$ cat config.mk
export PLATFORM = sky130hd
export DESIGN_NAME = fir_stream_src_flat
export DESIGN_NICKNAME = d
export VERILOG_FILES = /design/src/rtl/fir_stream_src_if.sv /design/src/rtl/fir_stream_src.sv /design/src/flat_wrapper.sv
export SDC_FILE = /design/constraint.sdc
export NUM_CORES = 1
export LEC_CHECK = 0
export CAP_MARGIN = 20
export CORE_MARGIN = 8
export CORE_UTILIZATION = 40
export CTS_CLUSTER_SIZE = 14
export DETAILED_ROUTE_END_ITERATION = 6
export GPL_ROUTABILITY_DRIVEN = 1
export PLACE_DENSITY = 0.55
export SETUP_SLACK_MARGIN = 0.2
export SYNTH_ARGS = -nofsm -noshare
export SYNTH_HDL_FRONTEND = slang
export SYNTH_SLANG_ARGS = --single-unit
export TNS_END_PERCENT = 5
$ cat constraint.sdc
create_clock -name clk -period 3.4 [get_ports clk]
set_clock_uncertainty 0.05 [all_clocks]
set_input_delay 1.02 -clock clk [delete_from_list [all_inputs] [get_ports clk]]
set_output_delay 1.02 -clock clk [all_outputs]
set_load 0.005 [all_outputs]
$ cat src/rtl/fir_stream_src_if.sv
// Host-to-source and source-to-FIR-sink signal bundle for fir_stream_src.
//   host_data         : 6-bit sample or coefficient word from the host
//   host_is_coef      : 1 = host_data is a coefficient word, 0 = sample
//   host_valid        : host word offered
//   host_ready        : word accepted when host_valid and host_ready are both 1
//   x_n               : signed sample / coefficient word to the sink
//   s_axis_fir_tvalid : sample-stream valid to the sink
//   s_set_coeffs      : coefficient-load strobe to the sink
// Modport master is the host/observer side; modport slave is the source block.
interface fir_stream_src_if;
  logic [5:0] host_data;
  logic       host_is_coef;
  logic       host_valid;
  logic       host_ready;
  logic [5:0] x_n;
  logic       s_axis_fir_tvalid;
  logic       s_set_coeffs;

  modport master (
    output host_data,
    output host_is_coef,
    output host_valid,
    input  host_ready,
    input  x_n,
    input  s_axis_fir_tvalid,
    input  s_set_coeffs
  );

  modport slave (
    input  host_data,
    input  host_is_coef,
    input  host_valid,
    output host_ready,
    output x_n,
    output s_axis_fir_tvalid,
    output s_set_coeffs
  );
endinterface

$ cat src/rtl/fir_stream_src.sv
// Stream source for a FIR filter sink. Host words are either samples, which are
// queued in a small FIFO and streamed out one per cycle, or coefficient words,
// which are collected into a burst of COEF_WORDS and then replayed to the sink
// with s_set_coeffs asserted. A pending coefficient burst takes priority over
// sample streaming; the stream always drops tvalid for at least one cycle
// before a coefficient load.
//
// Ports:
//   clk        : sole clock, rising edge
//   reset_n    : asynchronous active-low reset
//   bus        : fir_stream_src_if.slave (host handshake and sink outputs)
//   fifo_count : sample FIFO occupancy, 0..DEPTH
//   busy       : high while not idle or while a coefficient load is pending
//
// Parameters:
//   DEPTH      : sample FIFO depth, power of two, 2..8
//   COEF_WORDS : coefficient words per load burst
//
// Build option:
//   FIR_SRC_HOLD_LAST_EN : when defined, an empty FIFO during streaming holds
//   the last popped sample on x_n with tvalid kept high; when undefined the
//   stream drops tvalid, zeroes x_n and returns to idle.
module fir_stream_src #(
  parameter int unsigned DEPTH      = 4,
  parameter int unsigned COEF_WORDS = 3
) (
  input  logic            clk,
  input  logic            reset_n,
  fir_stream_src_if.slave bus,
  output logic [3:0]      fifo_count,
  output logic            busy
);

  localparam int unsigned PtrW   = (DEPTH > 1) ? $clog2(DEPTH) : 1;
  localparam int unsigned IdxW   = $clog2(COEF_WORDS + 1);
  localparam int unsigned CoefAw = (COEF_WORDS > 1) ? $clog2(COEF_WORDS) : 1;

  localparam logic [1:0] StIdle   = 2'd0;
  localparam logic [1:0] StCfg    = 2'd1;
  localparam logic [1:0] StCfgGap = 2'd2;
  localparam logic [1:0] StStream = 2'd3;

  logic [1:0]      state_q, state_d;
  logic [5:0]      x_n_q, x_n_d;
  logic            tvalid_q, tvalid_d;
  logic            set_coeffs_q, set_coeffs_d;
  logic [IdxW-1:0] cfg_cnt_q, cfg_cnt_d;

  logic [5:0]      mem_q [DEPTH];
  logic [PtrW-1:0] wr_ptr_q, rd_ptr_q;
  logic [3:0]      count_q;

  logic [5:0]      coef_q [COEF_WORDS];
  logic [IdxW-1:0] coef_idx_q;
  logic            cfg_pending_q;

  logic host_ready;
  logic push, coef_push, pop, cfg_done;
  logic fifo_empty;

  assign fifo_empty = (count_q == 4'd0);

  // Readiness depends on the kind of word offered; a full FIFO refuses samples
  // even when a pop happens on the same edge.
  always_comb begin
    if (bus.host_is_coef) begin
      host_ready = !cfg_pending_q && (coef_idx_q < IdxW'(COEF_WORDS));
    end else begin
      host_ready = (count_q < 4'(DEPTH));
    end
  end

  assign push      = bus.host_valid && host_ready && !bus.host_is_coef;
  assign coef_push = bus.host_valid && host_ready && bus.host_is_coef;

  // Next-state and next-output decode; the sink outputs are registered, so
  // each state's action appears on the sink from the following edge.
  always_comb begin
    state_d      = state_q;
    x_n_d        = 6'd0;
    tvalid_d     = 1'b0;
    set_coeffs_d = 1'b0;
    cfg_cnt_d    = cfg_cnt_q;
    pop          = 1'b0;
    cfg_done     = 1'b0;
    unique case (state_q)
      StIdle: begin
        cfg_cnt_d = '0;
        if (cfg_pending_q) begin
          state_d = StCfg;
        end else if (!fifo_empty) begin
          state_d = StStream;
        end
      end
      StCfg: begin
        set_coeffs_d = 1'b1;
        x_n_d        = coef_q[cfg_cnt_q[CoefAw-1:0]];
        cfg_cnt_d    = cfg_cnt_q + IdxW'(1);
        if (cfg_cnt_q == IdxW'(COEF_WORDS - 1)) begin
          state_d = StCfgGap;
        end
      end
      StCfgGap: begin
        cfg_done = 1'b1;
        state_d  = StIdle;
      end
      StStream: begin
        if (!fifo_empty) begin
          pop      = 1'b1;
          x_n_d    = mem_q[rd_ptr_q];
          tvalid_d = 1'b1;
          // Finish the current word, then yield to the coefficient load via
          // idle so tvalid is low for at least one cycle before CFG.
          if (cfg_pending_q) begin
            state_d = StIdle;
          end
        end else if (cfg_pending_q) begin
          state_d = StIdle;
        end else begin
`ifdef FIR_SRC_HOLD_LAST_EN
          x_n_d    = x_n_q;
          tvalid_d = 1'b1;
`else
          state_d  = StIdle;
`endif
        end
      end
      default: state_d = StIdle;
    endcase
  end

  always_ff @(posedge clk or negedge reset_n) begin
    if (!reset_n) begin
      state_q      <= StIdle;
      x_n_q        <= 6'd0;
      tvalid_q     <= 1'b0;
      set_coeffs_q <= 1'b0;
      cfg_cnt_q    <= '0;
    end else begin
      state_q      <= state_d;
      x_n_q        <= x_n_d;
      tvalid_q     <= tvalid_d;
      set_coeffs_q <= set_coeffs_d;
      cfg_cnt_q    <= cfg_cnt_d;
    end
  end

  // Sample FIFO control; pointers wrap naturally because DEPTH is a power of two.
  always_ff @(posedge clk or negedge reset_n) begin
    if (!reset_n) begin
      wr_ptr_q <= '0;
      rd_ptr_q <= '0;
      count_q  <= 4'd0;
    end else begin
      if (push) begin
        wr_ptr_q <= wr_ptr_q + PtrW'(1);
      end
      if (pop) begin
        rd_ptr_q <= rd_ptr_q + PtrW'(1);
      end
      case ({push, pop})
        2'b10:   count_q <= count_q + 4'd1;
        2'b01:   count_q <= count_q - 4'd1;
        default: count_q <= count_q;
      endcase
    end
  end

  // Storage needs no reset: occupancy alone decides what is readable.
  always_ff @(posedge clk) begin
    if (push) begin
      mem_q[wr_ptr_q] <= bus.host_data;
    end
  end

  // Coefficient collection; the burst becomes pending on its last word and is
  // released once the load has been replayed.
  always_ff @(posedge clk or negedge reset_n) begin
    if (!reset_n) begin
      for (int unsigned i = 0; i < COEF_WORDS; i++) begin
        coef_q[i] <= 6'd0;
      end
      coef_idx_q    <= '0;
      cfg_pending_q <= 1'b0;
    end else if (cfg_done) begin
      coef_idx_q    <= '0;
      cfg_pending_q <= 1'b0;
    end else if (coef_push) begin
      coef_q[coef_idx_q[CoefAw-1:0]] <= bus.host_data;
      coef_idx_q                     <= coef_idx_q + IdxW'(1);
      if (coef_idx_q == IdxW'(COEF_WORDS - 1)) begin
        cfg_pending_q <= 1'b1;
      end
    end
  end

  assign bus.host_ready        = host_ready;
  assign bus.x_n               = x_n_q;
  assign bus.s_axis_fir_tvalid = tvalid_q;
  assign bus.s_set_coeffs      = set_coeffs_q;
  assign fifo_count            = count_q;
  assign busy                  = (state_q != StIdle) || cfg_pending_q;

endmodule

$ cat src/flat_wrapper.sv
// flat-port wrapper written by rule: the top's interface ports become plain ports
module fir_stream_src_flat 
#(
  parameter int unsigned DEPTH      = 4,
  parameter int unsigned COEF_WORDS = 3
)
  (clk, reset_n, fifo_count, busy, bus_host_data, bus_host_is_coef, bus_host_valid, bus_host_ready, bus_x_n, bus_s_axis_fir_tvalid, bus_s_set_coeffs);
  fir_stream_src_if bus_i ();
  input  logic clk;
  input  logic reset_n;
  output logic [3:0] fifo_count;
  output logic busy;
  input wire logic [$bits(bus_i.host_data)-1:0] bus_host_data;
  input wire logic [$bits(bus_i.host_is_coef)-1:0] bus_host_is_coef;
  input wire logic [$bits(bus_i.host_valid)-1:0] bus_host_valid;
  output wire logic [$bits(bus_i.host_ready)-1:0] bus_host_ready;
  output wire logic [$bits(bus_i.x_n)-1:0] bus_x_n;
  output wire logic [$bits(bus_i.s_axis_fir_tvalid)-1:0] bus_s_axis_fir_tvalid;
  output wire logic [$bits(bus_i.s_set_coeffs)-1:0] bus_s_set_coeffs;
  assign bus_i.host_data = bus_host_data;
  assign bus_i.host_is_coef = bus_host_is_coef;
  assign bus_i.host_valid = bus_host_valid;
  assign bus_host_ready = bus_i.host_ready;
  assign bus_x_n = bus_i.x_n;
  assign bus_s_axis_fir_tvalid = bus_i.s_axis_fir_tvalid;
  assign bus_s_set_coeffs = bus_i.s_set_coeffs;
  fir_stream_src #(.DEPTH(DEPTH), .COEF_WORDS(COEF_WORDS)) u_core (.clk(clk), .reset_n(reset_n), .bus(bus_i), .fifo_count(fifo_count), .busy(busy));
endmodule
==> flow_metrics.tcl <==
set metrics [dict create \
    fin_setup_tns_ns 0 \
    drc_errors 0 \
    rsz0062_at_grt "no" \
    relSlewSlack 0.4043 \
    fin_crit_sh 0.8998 \
    cts_tree "done" \
    clk_latency_ns 0.35 \
    numCtsBuffers 9 \
    status "finished clean" \
    synth_nets 222 \
    wl_per_cell_um 17.54 \
    synth-warning-count 0 \
    clkSlewWorstSetupHoldPaths_ns 0.07 \
    powerDensity_nw_per_um2 884.4 \
    placed_cell_area_sq_um 3277 \
    critPathMaxStageDelay_ns 0.47 \
    synth_area_sq_um 2959 \
    cp_max_fo 4 \
    hpwl_um 4037 \
    synth_area_leaders "dfrtp_1 (35%), edfxtp_1 (24%), mux2_2 (9.1%)" \
    antenna_found_initial 0 \
    fin_ws_ns 0.3407 \
    finalCriticalPeriod_ns 3.059 \
    syn_inst 200 \
    yosysTopAreaCell "dfrtp_1" \
    final_util 0.4844 \
    clock.fmax_mhz 326.9 \
    gp_congestion 0.8092 \
    vdd_ir_drop_max_mv 0.4429 \
    ios 24 \
    drive_gt1_frac 0.2575 \
    max_cap_viol_count 0 \
    die_w_um 102.0 \
    slew_viol_final 0 \
    grt_pass1_vias 1838 \
    drt_first_pass_iters 4 \
    crit_type "input port to output pin" \
    drtAntennaViolNets 0 \
    synth_top_area_frac 0.3467 \
    rows 31 \
    ys_ff_latch 65 \
    worst_ep_required_time_ns 2.33 \
    grt-ovfl-total 0 \
    dieArea_sq_um 10410 \
    ys_async_sr_fraction 0.6308 \
    place_ws_ns 0.04528 \
    die_h_um 102.0 \
    p_total_mw 3.091 \
    startpoint_type "input port" \
    crit_path_cell_trace "clkdlybuf4s50_1 > o31ai_1 > dlygate4sd2_1" \
    hp-class "flip-flop to flip-flop" \
    nFillCells 654 \
    hold_viol_final 0 \
    gr-usage-all-layers 0.1258 \
    nNetsFinal 250 \
    antennaDiodeCount 0 \
    crit_path_top_delay_cell "clkdlybuf4s50_1" \
    initial_core_util 0.4102 \
    htree_levels 3 \
    grt_max_degree 42 \
    seq_area_frac_synth 0.5903 \
    drt_iter0_markers 48 \
    ys_types 44 \
    final_area_sq_um 3495 \
    vias 1706 \
    clockBufferDepth 2 \
    synth-edff-count 24 \
    io_buffers 23 \
    grt_pass1_wl_um 9522 \
    wl_um 5822 \
    avgViaCountPerCell 5.139 \
    setup_violations 0 \
    worstPathArrival_ns 1.99 \
    synth_top_flop_cell "dfrtp_1" \
    syn-mean-instance-area_sq_um 14.80 \
    tightest_slew_ns 0.8936 \
    p_leak_nw 1.378 \
    cp-end-kind "output pin" \
    area_growth_pct 18.10 \
    core-area_sq_um 7214 \
    cts.sinks 65 \
    cts_root_buf "clkbuf_8" \
]
-- layout by cell type (no fill, tap or decap), types with 2 or more instances in the layout --
cell type / synthesis / final
dfrtp_1: 41 / 41
mux2_2: 24 / 24
edfxtp_1: 24 / 24
clkdlybuf4s50_1: 0 / 21
ha_1: 12 / 12
clkbuf_8: 0 / 10
inv_1: 9 / 9
nand2_1: 7 / 7
mux4_2: 6 / 6
nor2_1: 6 / 6
a22oi_1: 5 / 5
o2bb2ai_1: 5 / 5
xnor2_1: 5 / 5
and2_1: 4 / 4
o21ai_0: 4 / 4
buf_4: 1 / 4
nand2b_1: 3 / 3
mux2i_1: 3 / 3
nor2b_1: 3 / 3
nand3_2: 3 / 3
xor2_1: 2 / 2
o22ai_1: 2 / 2
or4_1: 2 / 2
a21oi_1: 2 / 2
clkinv_2: 0 / 2
bufinv_16: 0 / 2
-- cells in the mapped netlist (all sizes together) (4+ instances only) --
master,count
a22oi,5
buf,8
o2bb2ai,5
xnor2,5
inv,9
nand2,7
o21ai,4
nor2,7
and2,4
edfxtp,24
ha,12
mux4,6
dfrtp,41
mux2,24
-- area by class of cell --
cell class	instances	area, sq um	share of cell area
clock buffer	10	137.6	0.03938
multi-input combinational	116	1117	0.3197
inverter	9	33.78	0.009667
sequential	65	1747	0.4998
clock inverter	6	81.33	0.02327
tap	99	123.9	0.03545
timing repair buffer	27	254.0	0.07268
-- report_power, final --
| group | internal, mW | total (mW) | switching (mW) |
|---|---|---|---|
| Sequential | 1.06 | 1.32 | 0.256 |
| Clock | 0.427 | 0.724 | 0.297 |
| Combinational | 0.594 | 1.05 | 0.454 |
| Total | 2.08 | 3.09 | 1.01 |
-- per-stage QoR --
step / hold slack (ns) / std cells
3_3_place_gp: 0.4326 / 316
5_1_grt: 0.4697 / 332
2_1_floorplan: 0.4236 / 200
3_5_place_dp: 0.4404 / 316
6_report: 0.4528 / 332
4_1_cts: 0.4555 / 332
-- routing by layer --
metal	global-route usage	wire length, um
met4	0.07788	150
met3	0.03202	192
met2	0.2074	2853
met1	0.1432	2626
met5	0	0
-- cell families after synthesis --
family | count (synthesis) | synth area share
adder cells (fa/ha/maj) | 12 | 0.05074
buffers and inverters | 19 | 0.03213
AND/OR/NAND/NOR | 37 | 0.08330
flip-flops | 65 | 0.5903
AO/OA/AOI/OAI | 27 | 0.07569
XOR/XNOR | 7 | 0.02072
multiplexers | 33 | 0.1471
-- critical path, delay by kind of cell --
kind,cells,cell delay (ns)
AO/OA/AOI/OAI,1,0.24
buffers and inverters,2,0.73
-- registers in the layout, summed over array words and instances, names as in the netlist --
name                          flops
u_core.coef_idx_q                 2
u_core.coef_q                    18
u_core.rd_ptr_q                   2
u_core.wr_ptr_q                   2
u_core.fifo_count                 4
u_core.cfg_pending_q              1
u_core.bus.x_n                    6
u_core.state_q                    2
u_core.bus.s_set_coeffs           1
u_core.cfg_cnt_q                  2
u_core.mem_q                     24
u_core.bus.s_axis_fir_tvalid      1
-- path summary, 6_finish.rpt --
kind | cells past startpoint | slack [ns] | end | start
max in group asynchronous | 1 | 1.99 | u_core.coef_q[7] | reset_n
worst max-delay path | 3 | 0.34 | bus_host_ready | bus_host_is_coef
worst min-delay path | 1 | 0.45 | u_core.coef_q[13] | u_core.coef_q[13]
worst min register to register | 1 | 0.45 | u_core.coef_q[13] | u_core.coef_q[13]
worst max register to register | 6 | 0.71 | u_core.fifo_count[3] | u_core.fifo_count[2]
min in group asynchronous | 1 | 0.75 | u_core.bus.x_n[2] | reset_n
-- what timing repair did --
item | in CTS | in global routing
setup endpoints to repair | 1 | 0
buffers inserted | 0 | 0
hold buffers | 0 | 0
gates resized for setup | 1 | 0
Power figures use the tool's default switching activity.
